<file path="config.mk">
export PLATFORM = sky130hd
export DESIGN_NAME = resetn_drive
export DESIGN_NICKNAME = d
export VERILOG_FILES = /design/src/rtl/resetn_drive.sv
export SDC_FILE = /design/constraint.sdc
export NUM_CORES = 1
export LEC_CHECK = 0
export BUFFER_PORTS_ARGS = -buffer_cell sky130_fd_sc_hd__buf_4
export CORE_ASPECT_RATIO = 1.25
export CORE_MARGIN = 1.5
export CORE_UTILIZATION = 52
export DETAILED_ROUTE_END_ITERATION = 6
export HOLD_SLACK_MARGIN = 0.15
export PLACE_DENSITY_LB_ADDON = 0.15
export RECOVER_POWER = 50
export SLEW_MARGIN = 20
export SYNTH_ARGS = -nofsm -noshare
export SYNTH_HDL_FRONTEND = slang
export SYNTH_SLANG_ARGS = --single-unit
</file>
<file path="constraint.sdc">
create_clock -name i_clock -period 1.62 [get_ports i_clock]
set_input_delay 0.162 -clock i_clock [delete_from_list [all_inputs] [get_ports i_clock]]
set_output_delay 0.162 -clock i_clock [all_outputs]
set_load 0.01 [all_outputs]
</file>
<file path="src/rtl/resetn_drive.sv">
// resetn_drive: drives an active-low external reset pin with pulses of a
// guaranteed low width followed by a guaranteed high recovery gap. Pulses
// come from module reset, a single-cycle request, or an idle-time watchdog.
module resetn_drive #(
  parameter int unsigned PULSE_WIDTH = 16,
  parameter int unsigned RECOVER     = 16,
  parameter int unsigned WD_WIDTH    = 20
) (
  input  logic i_clock,
  input  logic i_reset,
  input  logic i_req,
  input  logic i_wd_enable,
  input  logic i_wd_kick,
  input  logic i_wd_clear,
  output logic o_resetn_pin,
  output logic o_busy,
  output logic o_wd_fired
);

  // The phase counter is shared by the low phase and the recovery phase.
  localparam int unsigned CNT_MAX = (PULSE_WIDTH > RECOVER) ? PULSE_WIDTH : RECOVER;
  localparam int unsigned CNT_W   = (CNT_MAX > 1) ? $clog2(CNT_MAX) : 1;
  localparam logic [CNT_W-1:0] PW_LAST = CNT_W'(PULSE_WIDTH - 1);
  localparam logic [CNT_W-1:0] RC_LAST = CNT_W'(RECOVER - 1);

  typedef enum logic [1:0] {
    S_IDLE    = 2'd0,
    S_ASSERT  = 2'd1,
    S_RECOVER = 2'd2
  } state_t;

  state_t                r_state;
  logic [CNT_W-1:0]      r_cnt;
  logic [WD_WIDTH-1:0]   r_wd_cnt;
  logic                  r_resetn_pin;
  logic                  r_busy;
  logic                  r_wd_fired;

  state_t                w_state_nxt;
  logic [CNT_W-1:0]      w_cnt_nxt;
  logic [WD_WIDTH-1:0]   w_wd_cnt_nxt;
  logic                  w_resetn_pin_nxt;
  logic                  w_busy_nxt;
  logic                  w_wd_fired_nxt;
  logic                  w_expire;

  // Watchdog expiry: count saturated in IDLE while enabled and not being kicked.
  assign w_expire = (r_state == S_IDLE) && i_wd_enable && !i_wd_kick && (&r_wd_cnt);

  // State, counters and output flops; reset starts a full pulse.
  always_ff @(posedge i_clock) begin
    if (i_reset) begin
      r_state      <= S_ASSERT;
      r_cnt        <= '0;
      r_wd_cnt     <= '0;
      r_resetn_pin <= 1'b0;
      r_busy       <= 1'b1;
      r_wd_fired   <= 1'b0;
    end else begin
      r_state      <= w_state_nxt;
      r_cnt        <= w_cnt_nxt;
      r_wd_cnt     <= w_wd_cnt_nxt;
      r_resetn_pin <= w_resetn_pin_nxt;
      r_busy       <= w_busy_nxt;
      r_wd_fired   <= w_wd_fired_nxt;
    end
  end

  // Next state, counters and next output values (outputs follow next state).
  always_comb begin
    w_state_nxt      = r_state;
    w_cnt_nxt        = r_cnt;
    w_wd_cnt_nxt     = r_wd_cnt;
    w_wd_fired_nxt   = r_wd_fired;
    w_resetn_pin_nxt = 1'b1;
    w_busy_nxt       = 1'b0;

    unique case (r_state)
      S_IDLE: begin
        // Requests are only honoured here; elsewhere they are dropped.
        if (i_req || w_expire) begin
          w_state_nxt = S_ASSERT;
          w_cnt_nxt   = '0;
        end
      end
      S_ASSERT: begin
        if (r_cnt == PW_LAST) begin
          w_state_nxt = S_RECOVER;
          w_cnt_nxt   = '0;
        end else begin
          w_cnt_nxt = r_cnt + CNT_W'(1);
        end
      end
      S_RECOVER: begin
        if (r_cnt == RC_LAST) begin
          w_state_nxt = S_IDLE;
          w_cnt_nxt   = '0;
        end else begin
          w_cnt_nxt = r_cnt + CNT_W'(1);
        end
      end
      default: begin
        w_state_nxt = S_IDLE;
        w_cnt_nxt   = '0;
      end
    endcase

    // Watchdog only counts enabled, unkicked IDLE cycles; expiry wraps it to zero.
    if ((r_state != S_IDLE) || !i_wd_enable || i_wd_kick) begin
      w_wd_cnt_nxt = '0;
    end else begin
      w_wd_cnt_nxt = r_wd_cnt + WD_WIDTH'(1);
    end

    // Sticky cause flag: a simultaneous expiry beats a clear.
    if (w_expire) begin
      w_wd_fired_nxt = 1'b1;
    end else if (i_wd_clear) begin
      w_wd_fired_nxt = 1'b0;
    end

    w_resetn_pin_nxt = (w_state_nxt != S_ASSERT);
    w_busy_nxt       = (w_state_nxt != S_IDLE);
  end

  assign o_resetn_pin = r_resetn_pin;
  assign o_busy       = r_busy;
  assign o_wd_fired   = r_wd_fired;

endmodule

</file>
==> impl_results.md, run 1 <==
* Crit-path max cell delay at 0.37 ns
* Clock Skew at 0.00791 ns
* Utilization after layout at 72.1%
* Largest net degree at the start of global routing at 21
* Vias per cell at 5.48
* Netlist cell types at 27
* Top FF cell, synth: dfxtp_1
* Post-synth EDFFs at 0
* Root Buffer: clkbuf_4
* Worst Setup Path Type: reg -> reg
* Layout Cells excl Fill at 220
* Slowest CP cell: dfxtp_1
* Crit path max fanout at 3
* Hold violation count in the final report at 0
* Hold_sp: i_wd_kick
* Sequential-to-total area share from yosys stat at 43.5%
* Worst path required time at 1.87 ns
* Minimum clock period at 1.57 ns
* Post-DP Area at 0.00155 sq mm
* Die Ht at 59.7 um
* Clk buf depth at 2
* Number of synthesized register bits at 29
* Pre-Repair DR Iteration Count at 6
* Worst setup margin at 0.0502 ns
* Worst Hold Class: in -> reg
* Yosys warns at 0
* Max Slew Vio Count at 0
* Flop-to-flop setup slack at 0.05 ns
* TritonCTS buffer count at 5
* Layout cells sized above 1 at 28.3%
* WL/cell at 12.9 um
* RSZ-0062 raised after global routing: true
* Initial antenna violation count at 0
* Slew HR at 75.6%
* IO buf count at 8
* GPL Wtd Cong at 0.755
* Die width at 48.3 um
* Detailed Place HPWL at 1970 um
* Ant. Diodes at 0
* Worst reg-to-reg path cell count at 8
* Clk_lat worst skew at 0.33 ns
* Detailed Route WL at 2840 um
* Num ports at 9
* Worst-path cell chain: inv_2 -> ha_1 -> nand3b_1 -> nor3_4 -> buf_4 -> a21oi_1 -> nand2_1 -> a31oi_1
* Synth Net Count at 163
* # DRC at 0
* Least-Margin Pin Slew at 0.365 ns
* Synthesized instance count at 151
* Total Power at 1.64 mW
* CP Capture Type: flop
* FMAX at 637 MHz
* Avg Inst Size Synth at 8.84 sq um
* GRT Total Usage at 21.2%
* Final #Nets at 199
* Startpoint Class: flop
* Critical R2R Launch: r_state[0]$_SDFF_PP1_
* Inst Count DP at 206
* Setup WS pre-CTS at -0.00648 ns
* Cell Pwr Density at 939 mW/mm^2
* Leak at 0.650 nW
* Max IR drop VDD at 0.722 mV
* Routed Antenna Nets at 0
* WHS Endpoint: o_wd_fired$_SDFFE_PP0P_
* Status: finished clean
* Fill cells at 195
* DIE AREA at 0.00288 sq mm
* Vias at 1205
* Delay-heaviest family, CP: compound AO/OA/AOI/OAI gates
* Vias in the first global route at 1127
* Mapped Area at 0.00134 sq mm
* Critical R2R Capture: o_resetn_pin$_SDFF_PP0_
* Asr flop ratio synth at 0%
* Final Cell Area at 0.00175 sq mm
* Period utilisation layout at 96.9%
* First-pass GRT wire length at 4580 um
* # clock sinks at 29
* CTS tree: built
* Clk slew on worst S/H paths at 0.09 ns
* Hold Path Depth at 6
* Synthesis-to-layout area growth at 31.0%
* Final setup TNS at 0 ns
* Overflow after GRT at 0
* Final setup fails at 0
* Worst Path Arrival at 1.82 ns
* Buffers plus inverters on the worst setup path at 2
* Initial core utilization at 55.0%
* H-tree depth at 2
* Initial DRC Count at 27
* Core Rows at 20
* Core outline area at 0.00243 sq mm
* Max-Cap Viols at 0
* Hold WS at 0.477 ns
==> cell families after synthesis <==
| family | count (synthesis) | share of synthesized area, % |
|---|---|---|
| simple gates | 66 | 27.1 |
| flops | 29 | 43.5 |
| compound gates | 23 | 10.2 |
| xor+xnor | 16 | 10.5 |
| buf+inv | 11 | 3.09 |
| fa+ha+maj | 6 | 5.62 |
==> repair_timing <==
action / CTS / global route
setup buffers: 2 / 2
hold buffers: 3 / 0
hold endpoints to repair: 7 / 0
pin swaps: 3 / 7
gates cloned: 0 / 1
resized for setup: 6 / 17
endpoints found under the setup margin: 3 / 11
==> power breakdown <==
group	switching [mW]	internal [mW]
Combinational	0.204	0.178
Sequential	0.0460	0.772
Clock	0.238	0.204
Total	0.489	1.15
==> worst max path at each step <==
stage	to	start	cells after the start	slack (ns)
final	o_resetn_pin$_SDFF_PP0_	r_state[0]$_SDFF_PP1_	8	0.05
after detailed placement	r_cnt[2]$_SDFFE_PP0P_	r_state[0]$_SDFF_PP1_	7	-0.006
after global placement	r_cnt[2]$_SDFFE_PP0P_	r_state[1]$_SDFF_PP0_	7	0.04
after floorplan	r_cnt[2]$_SDFFE_PP0P_	r_wd_cnt[10]$_SDFF_PP0_	5	0.04
after CTS	r_cnt[2]$_SDFFE_PP0P_	r_wd_cnt[0]$_SDFF_PP0_	7	-0.02
after global routing	r_cnt[0]$_SDFFE_PP0P_	r_state[1]$_SDFF_PP0_	7	-0.03
==> routing by layer <==
layer / wire (um) / vias to the layer above / share of wire (%) / track usage (%)
met4: 99 / 0 / 3.5 / 13.5
met3: 130 / 12 / 4.6 / 6.75
met1: 1070 / 572 / 38 / 19.1
met2: 1540 / 35 / 54 / 41.3
li1: - / 586 / - / -
met5: 0 / - / 0 / 0
==> tightest hold or removal path, delay by kind of cell <==
family	cells	cell delay [ns]
buffers and inverters	2	0.20
AND/OR/NAND/NOR	3	0.28
AO/OA/AOI/OAI	1	0.12
==> cell type report <==
type / instances / area, sq um / area share, %
timing repair buffer: 31 / 233 / 13.3
tap: 33 / 41.3 / 2.36
clock buffer: 7 / 55.1 / 3.15
sequential: 29 / 591 / 33.8
inverter: 8 / 30.0 / 1.72
multi-input combinational: 112 / 800 / 45.7
==> flip-flops by register name, indices dropped and copies added, names as in the netlist <==
signal,count
r_wd_cnt,20
r_cnt,4
r_state,2
o_busy,1
o_resetn_pin,1
o_wd_fired,1
==> cell usage after synthesis (2+ instances only) <==
cell type,number,area (sq um)
nand4bb_1,2,22.5
nand3_1,7,35.0
a21oi_1,11,55.1
nor3_1,4,20.0
xnor2_1,6,52.6
a2bb2oi_1,2,17.5
nand3b_1,3,22.5
ha_1,6,75.1
dfxtp_1,29,581
nand4_1,6,37.5
nor2b_1,3,18.8
inv_1,8,30.0
clkbuf_1,3,11.3
nor2_1,24,90.1
o21ai_0,6,30.0
or3_1,2,12.5
nand2_1,10,37.5
xor2_1,10,87.6
==> cells in the final DEF, fill, tap and decap left out, types with 3 or more instances in the layout <==
master,synthesis,final
ha_1,6,4
nand2_1,10,10
dfxtp_2,0,8
inv_1,8,7
nand3_1,7,7
nand3b_1,3,3
clkbuf_1,3,4
dfxtp_1,29,21
nor2_1,24,24
o21ai_0,6,6
xnor2_1,6,6
xor2_1,10,10
buf_4,0,24
nand4_1,6,6
dlygate4sd3_1,0,3
clkbuf_4,0,5
a21oi_1,11,11
(Power assumes the default switching activity.)
==> run 2: changes to the inputs <==
CORE_ASPECT_RATIO = default   (was 1.25)
CORE_MARGIN = default   (was 1.5)
==> run 2 against run 1 <==
  * Sequential cell count unchanged
  * Fmax decreased by 0.61%
  * Sequential power about the same
  * Sequential share of layout area decreased by 0.051 points
  * Hold slack got worse by 0.30 ns
  * Critical path type unchanged
  * Critical endpoint is now o_busy$_SDFF_PP1_
  * Largest power group unchanged
  * Highest routed layer unchanged
==> impl_results.md, run 2 (same netlist as run 1, synthesis figures left out) <==
* GPL Wtd Cong at 0.832 (+10%)
* Top reg by flops: r_wd_cnt
* Max IR drop VDD at 0.864 mV (+20%)
* Num ports at 9 (unchanged)
* TritonCTS buffer count at 5 (unchanged)
* # clock sinks at 29 (unchanged)
* Crit path max fanout at 5 (+2)
* Initial DRC Count at 29 (+7.4%)
* Worst Hold Class: in -> reg
* CP Capture Type: flop
* Hold_sp: i_req
* M2 GR Usage at 38.0% (-3.3 points)
* Core Rows at 17 (-15%)
* GRT busiest layer: met2
* Max-Cap Viols at 0 (unchanged)
* Initial antenna violation count at 0 (unchanged)
* CTS tree: built
* Worst path required time at 1.85 ns (-0.02 ns)
* Startpoint Class: flop
* Layout cells sized above 1 at 33.7% (+5.3 points)
* Clock Skew at 0.0101 ns (+0.00217 ns)
* Vias per cell at 5.52 (+0.75%)
* Final #Nets at 201 (+1.0%)
* Slew HR at 74.2% (-1.5 points)
* Detailed Place HPWL at 2030 um (+2.9%)
* Max Slew Vio Count at 0 (unchanged)
* Hold WS at 0.179 ns (-0.298 ns)
* Detailed Route WL at 3030 um (+6.6%)
* Met3 Resource Use GR at 6.38% (-0.37 points)
* Die width at 52.7 um (+9.0%)
* Clk_lat worst skew at 0.32 ns (about the same)
* Critical R2R Launch: r_state[1]$_SDFF_PP0_
* Largest net degree at the start of global routing at 21 (unchanged)
* Hold Path Depth at 3 (-3)
* Minimum clock period at 1.58 ns (+0.00970 ns)
* Flop-to-flop setup slack at 0.04 ns (about the same)
* Worst reg-to-reg path cell count at 8 (unchanged)
* Hold violation count in the final report at 0 (unchanged)
* Vias at 1203 (-0.17%)
* Overflow after GRT at 0 (unchanged)
* # DRC at 0 (unchanged)
* Routed Antenna Nets at 0 (unchanged)
* Clk buf depth at 2 (unchanged)
* FMAX at 633 MHz (-0.61%)
* Clk slew on worst S/H paths at 0.10 ns (about the same)
* Vias in the first global route at 1128 (+0.089%)
* WL/cell at 13.9 um (+7.6%)
* Root Buffer: clkbuf_4
* Grt met1 use at 29.9% (+11 points)
* Initial core utilization at 57.6% (+2.6 points)
* RSZ-0062 raised after global routing: true
* WHS Endpoint: r_state[0]$_SDFF_PP1_
* Commonest cells after routing, fill and taps aside: buf_4, nor2_1, dfxtp_1
* Status: finished clean
* GRT Total Usage at 23.9% (+2.7 points)
* Period utilisation layout at 97.5% (+0.60 points)
* Most common cell after layout, fill and taps aside: buf_4
* First-pass GRT wire length at 4790 um (+4.5%)
* Critical R2R Capture: o_busy$_SDFF_PP1_
* Final setup fails at 0 (unchanged)
* DIE AREA at 0.00277 sq mm (-3.8%)
* Synthesis-to-layout area growth at 32.3%
* Core outline area at 0.00232 sq mm (-4.5%)
* Top Registers: r_wd_cnt x20, r_cnt x4, r_state x2
* Cell Pwr Density at 944 mW/mm^2 (+0.48%)
* IO buf count at 8 (unchanged)
* Least-Margin Pin Slew at 0.387 ns (+0.0220 ns)
* Total Power at 1.67 mW (+1.5%)
* Ant. Diodes at 0 (unchanged)
* H-tree depth at 2 (unchanged)
* Worst Setup Path Type: reg -> reg
* Die Ht at 52.7 um (-12%)
* Worst Path Arrival at 1.81 ns (about the same)
* Pre-Repair DR Iteration Count at 4 (-2)
* Leak at 0.663 nW (+2.1%)
* Max reg flops at 20 (unchanged)
## run 2: changes by cell type in the layout (fill, tap and decap cells not counted), moves of 2 or more
cell	before	now
buf_4	24	26
dfxtp_1	21	19
clkinv_2	0	2
nand3_2	0	2
a21oi_1	11	8
a21oi_2	0	3
## run 2: layout make-up
cell class / instances / area [sq um]
Tap cell: 28 / 35.0
Timing Repair Buffer: 33 / 249
Clock buffer: 6 / 41.3
Clock inverter: 2 / 10.0
Inverter: 8 / 30.0
Sequential cell: 29 / 596
Multi-Input combinational cell: 112 / 806
Fill cell: 156 / 552
## run 2: power breakdown
| group | internal (mW) | switching (mW) | leakage (nW) |
|---|---|---|---|
| Combinational | 0.213 | 0.220 | 0.392 |
| Sequential | 0.773 | 0.0431 | 0.239 |
| Clock | 0.165 | 0.253 | 0.0320 |
| Total | 1.15 | 0.516 | 0.663 |
## run 2: worst max-delay path by stage
| stage | startpoint | endpoint | cells past startpoint |
|---|---|---|---|
| 3_5_place_dp | r_wd_cnt[1]$_SDFF_PP0_ | r_cnt[2]$_SDFFE_PP0P_ | 6 |
| 4_1_cts | r_wd_cnt[1]$_SDFF_PP0_ | r_cnt[2]$_SDFFE_PP0P_ | 7 |
| 2_1_floorplan | r_wd_cnt[10]$_SDFF_PP0_ | r_cnt[2]$_SDFFE_PP0P_ | 5 |
| 5_1_grt | r_state[1]$_SDFF_PP0_ | r_cnt[2]$_SDFFE_PP0P_ | 7 |
| 3_3_place_gp | r_wd_cnt[1]$_SDFF_PP0_ | r_wd_cnt[12]$_SDFF_PP0_ | 7 |
| 6_report | r_state[1]$_SDFF_PP0_ | o_busy$_SDFF_PP1_ | 8 |
## run 2: routing by layer
| metal | wire length [um] | part of all wire (%) | vias up |
|---|---|---|---|
| met3 | 129 | 4.3 | 10 |
| met2 | 1410 | 46 | 34 |
| met5 | 0 | 0 | - |
| met4 | 78 | 2.6 | 0 |
| li1 | - | - | 593 |
| met1 | 1420 | 47 | 566 |
## run 2: repair_timing
item                                   4_1_cts  5_1_grt
hold buffers                                 2        0
setup buffers                                1        6
pin swaps                                    3       11
setup endpoints to repair                    6       14
gates resized for setup                      7       23
cloned                                       0        1
endpoints found under the hold margin        7        0
## run 2: critical path: stages, from the launching register on
cell and delay [ns]:
dfxtp_2 0.35, inv_2 0.08, ha_4 0.13, nand3b_1 0.15, nor3_4 0.28, a211oi_4 0.12
buf_4 0.15, a2bb2oi_2 0.15, nand2b_1 0.07
## run 2: metrics by stage
stage               util [%]  setup WS [ns]  setup TNS (ns)  cell area (sq um)  std cells
floorplan                  -         0.0438               0               1340        151
global placement        66.4         0.0520               0               1540        200
detailed placement      66.4        -0.0421         -0.0571               1540        200
CTS                     71.1        0.00844               0               1650        211
global route            76.2        -0.0478          -0.128               1770        218
finish                  76.2         0.0405               0               1770        218
==> run 3: changes to the inputs <==
MAX_ROUTING_LAYER = met4   (was default)
==> run 3 against run 2 <==
  * Final cell count unchanged
  * Critical path depth is the same
  * Hold slack better by 0.0036 ns
  * Clock skew rose by 0.00063 ns
  * Wire length barely moved
  * Sequential cell count did not move
  * Setup slack got worse by 0.0010 ns
  * Non-clock buffer count unchanged
  * Sequential power about the same
  * Register-to-register slack hardly changed
  * First-iteration DRC count stayed put
  * Critical endpoint unchanged
  * Largest cell class unchanged
  * Highest routed layer unchanged
==> impl_results.md, run 3 (same netlist as run 1, synthesis figures left out) <==
* Core Rows at 17 (unchanged)
* Top reg by flops: r_wd_cnt
* Worst setup margin at 0.0395 ns (-0.000995 ns)
* Utilization after layout at 76.2% (unchanged)
* Worst reg-to-reg path cell count at 8 (unchanged)
* TritonCTS buffer count at 5 (unchanged)
* Flop-to-flop setup slack at 0.04 ns (about the same)
* Worst Hold Class: in -> reg
* Critical R2R Launch: r_state[1]$_SDFF_PP0_
* Max Slew Vio Count at 0 (unchanged)
* Synthesis-to-layout area growth at 32.3% (unchanged)
* Vias at 1217 (+1.2%)
* FMAX at 633 MHz (about the same)
* Detailed Route WL at 3030 um (about the same)
* Core outline area at 0.00232 sq mm (unchanged)
* Hold_sp: i_req
* Status: finished clean
* Detailed Place HPWL at 2030 um (unchanged)
* Layout Cells excl Fill at 218 (unchanged)
* Initial DRC Count at 29 (unchanged)
* Critical R2R Capture: o_busy$_SDFF_PP1_
* Worst Setup Path Type: reg -> reg
* WL/cell at 13.9 um (about the same)
* Max reg flops at 20 (unchanged)
* Max-Cap Viols at 0 (unchanged)
* RSZ-0062 raised after global routing: true
* Final Cell Area at 0.00177 sq mm (unchanged)
* Final setup fails at 0 (unchanged)
* Slew HR at 74.3% (+0.082 points)
* Minimum clock period at 1.58 ns (+0.000995 ns)
* Clk buf depth at 2 (unchanged)
* Initial core utilization at 57.6% (unchanged)
* Vias in the first global route at 1127 (-0.089%)
* Worst path required time at 1.85 ns (about the same)
* Period utilisation layout at 97.6% (about the same)
* Routed Antenna Nets at 0 (unchanged)
* WHS Endpoint: r_state[0]$_SDFF_PP1_
* Vias per cell at 5.58 (+1.2%)
* Most common cell after layout, fill and taps aside: buf_4
* H-tree depth at 2 (unchanged)
* Least-Margin Pin Slew at 0.386 ns (-0.00123 ns)
* Die width at 52.7 um (unchanged)
* Startpoint Class: flop
* Overflow after GRT at 0 (unchanged)
* Initial antenna violation count at 0 (unchanged)
* Clock Skew at 0.0107 ns (+0.000625 ns)
* Num ports at 9 (unchanged)
* Clk_lat worst skew at 0.32 ns (about the same)
* Inst Count DP at 200 (unchanged)
* Final #Nets at 201 (unchanged)
* Top Registers: r_wd_cnt x20, r_cnt x4, r_state x2
* Die Ht at 52.7 um (unchanged)
* Hold violation count in the final report at 0 (unchanged)
* CP Capture Type: flop
* Max IR drop VDD at 0.866 mV (+0.19%)
* Root Buffer: clkbuf_4
* Worst Path Arrival at 1.81 ns (about the same)
* # clock sinks at 29 (unchanged)
* Post-DP Area at 0.00154 sq mm (unchanged)
* Final setup TNS at 0 ns (unchanged)
* Hold Path Depth at 3 (unchanged)
* First-pass GRT wire length at 4790 um (unchanged)
* Setup WS pre-CTS at -0.0421 ns (unchanged)
* Ant. Diodes at 0 (unchanged)
* Cell Pwr Density at 945 mW/mm^2 (about the same)
* DIE AREA at 0.00277 sq mm (unchanged)
* Leak at 0.663 nW (unchanged)
* CTS tree: built
* Crit path max fanout at 5 (unchanged)
* Largest net degree at the start of global routing at 21 (unchanged)
* IO buf count at 8 (unchanged)
* GRT Total Usage at 24.5% (+0.62 points)
* GPL Wtd Cong at 0.844 (+1.5%)
* # DRC at 0 (unchanged)
* Clk slew on worst S/H paths at 0.10 ns (about the same)
* Layout cells sized above 1 at 33.7% (unchanged)
* Pre-Repair DR Iteration Count at 4 (unchanged)
* Commonest cells after routing, fill and taps aside: buf_4, nor2_1, dfxtp_1
## run 3: cell counts in the layout (fill, tap and decap cells not counted)
No cell type changed its count.
## run 3: through the flow
stage	hold WS (ns)	total power [mW]
2_1_floorplan	0.358	1.05
3_3_place_gp	0.409	1.15
3_5_place_dp	0.417	1.18
4_1_cts	0.156	1.60
5_1_grt	0.188	1.76
6_report	0.183	1.67
## run 3: worst max path at each step
stage                                        from                       to  slack, ns  depth (start not counted)
final                       r_state[1]$_SDFF_PP0_        o_busy$_SDFF_PP1_       0.04                          8
after global routing        r_state[1]$_SDFF_PP0_    r_cnt[2]$_SDFFE_PP0P_      -0.05                          7
after CTS                  r_wd_cnt[1]$_SDFF_PP0_    r_cnt[2]$_SDFFE_PP0P_      0.008                          7
after detailed placement   r_wd_cnt[1]$_SDFF_PP0_    r_cnt[2]$_SDFFE_PP0P_      -0.04                          6
after global placement     r_wd_cnt[1]$_SDFF_PP0_  r_wd_cnt[12]$_SDFF_PP0_       0.05                          7
after floorplan           r_wd_cnt[10]$_SDFF_PP0_    r_cnt[2]$_SDFFE_PP0P_       0.04                          5
## run 3: power breakdown
| group | leakage (nW) | internal (mW) | total, mW | switching (mW) |
|---|---|---|---|---|
| registers | 0.239 | 0.773 | 0.816 | 0.0432 |
| clock network | 0.0320 | 0.165 | 0.419 | 0.254 |
| logic | 0.392 | 0.214 | 0.433 | 0.220 |
| total | 0.663 | 1.15 | 1.67 | 0.517 |
## run 3: critical path, stage by stage, from the launching register on
cell and delay [ns]:
dfxtp_2 0.35, inv_2 0.08, ha_4 0.13, nand3b_1 0.15, nor3_4 0.28, a211oi_4 0.12, buf_4 0.16, a2bb2oi_2 0.15
nand2b_1 0.07
## run 3: final cells by class
type | count | area (sq um)
clock buffer | 6 | 41.3
timing repair buffer | 33 | 249
fill | 156 | 552
sequential | 29 | 596
inverter | 8 | 30.0
tap | 28 | 35.0
multi-input combinational | 112 | 806
clock inverter | 2 | 10.0
## run 3: routing by layer
| metal | vias to the layer above | track usage, % | wire [um] |
|---|---|---|---|
| li1 | 596 | - | - |
| met1 | 578 | 29.9 | 1420 |
| met2 | 31 | 38.0 | 1420 |
| met3 | 12 | 6.38 | 108 |
| met4 | 0 | 10.5 | 85 |
| met5 | - | - | 0 |
## run 3: repair_timing
action,in CTS,in global routing
endpoints found under the hold margin,7,0
pin swaps,3,11
setup buffers,1,6
hold buffers,2,0
resized for setup,7,23
setup endpoints to repair,6,14
gates cloned,0,1
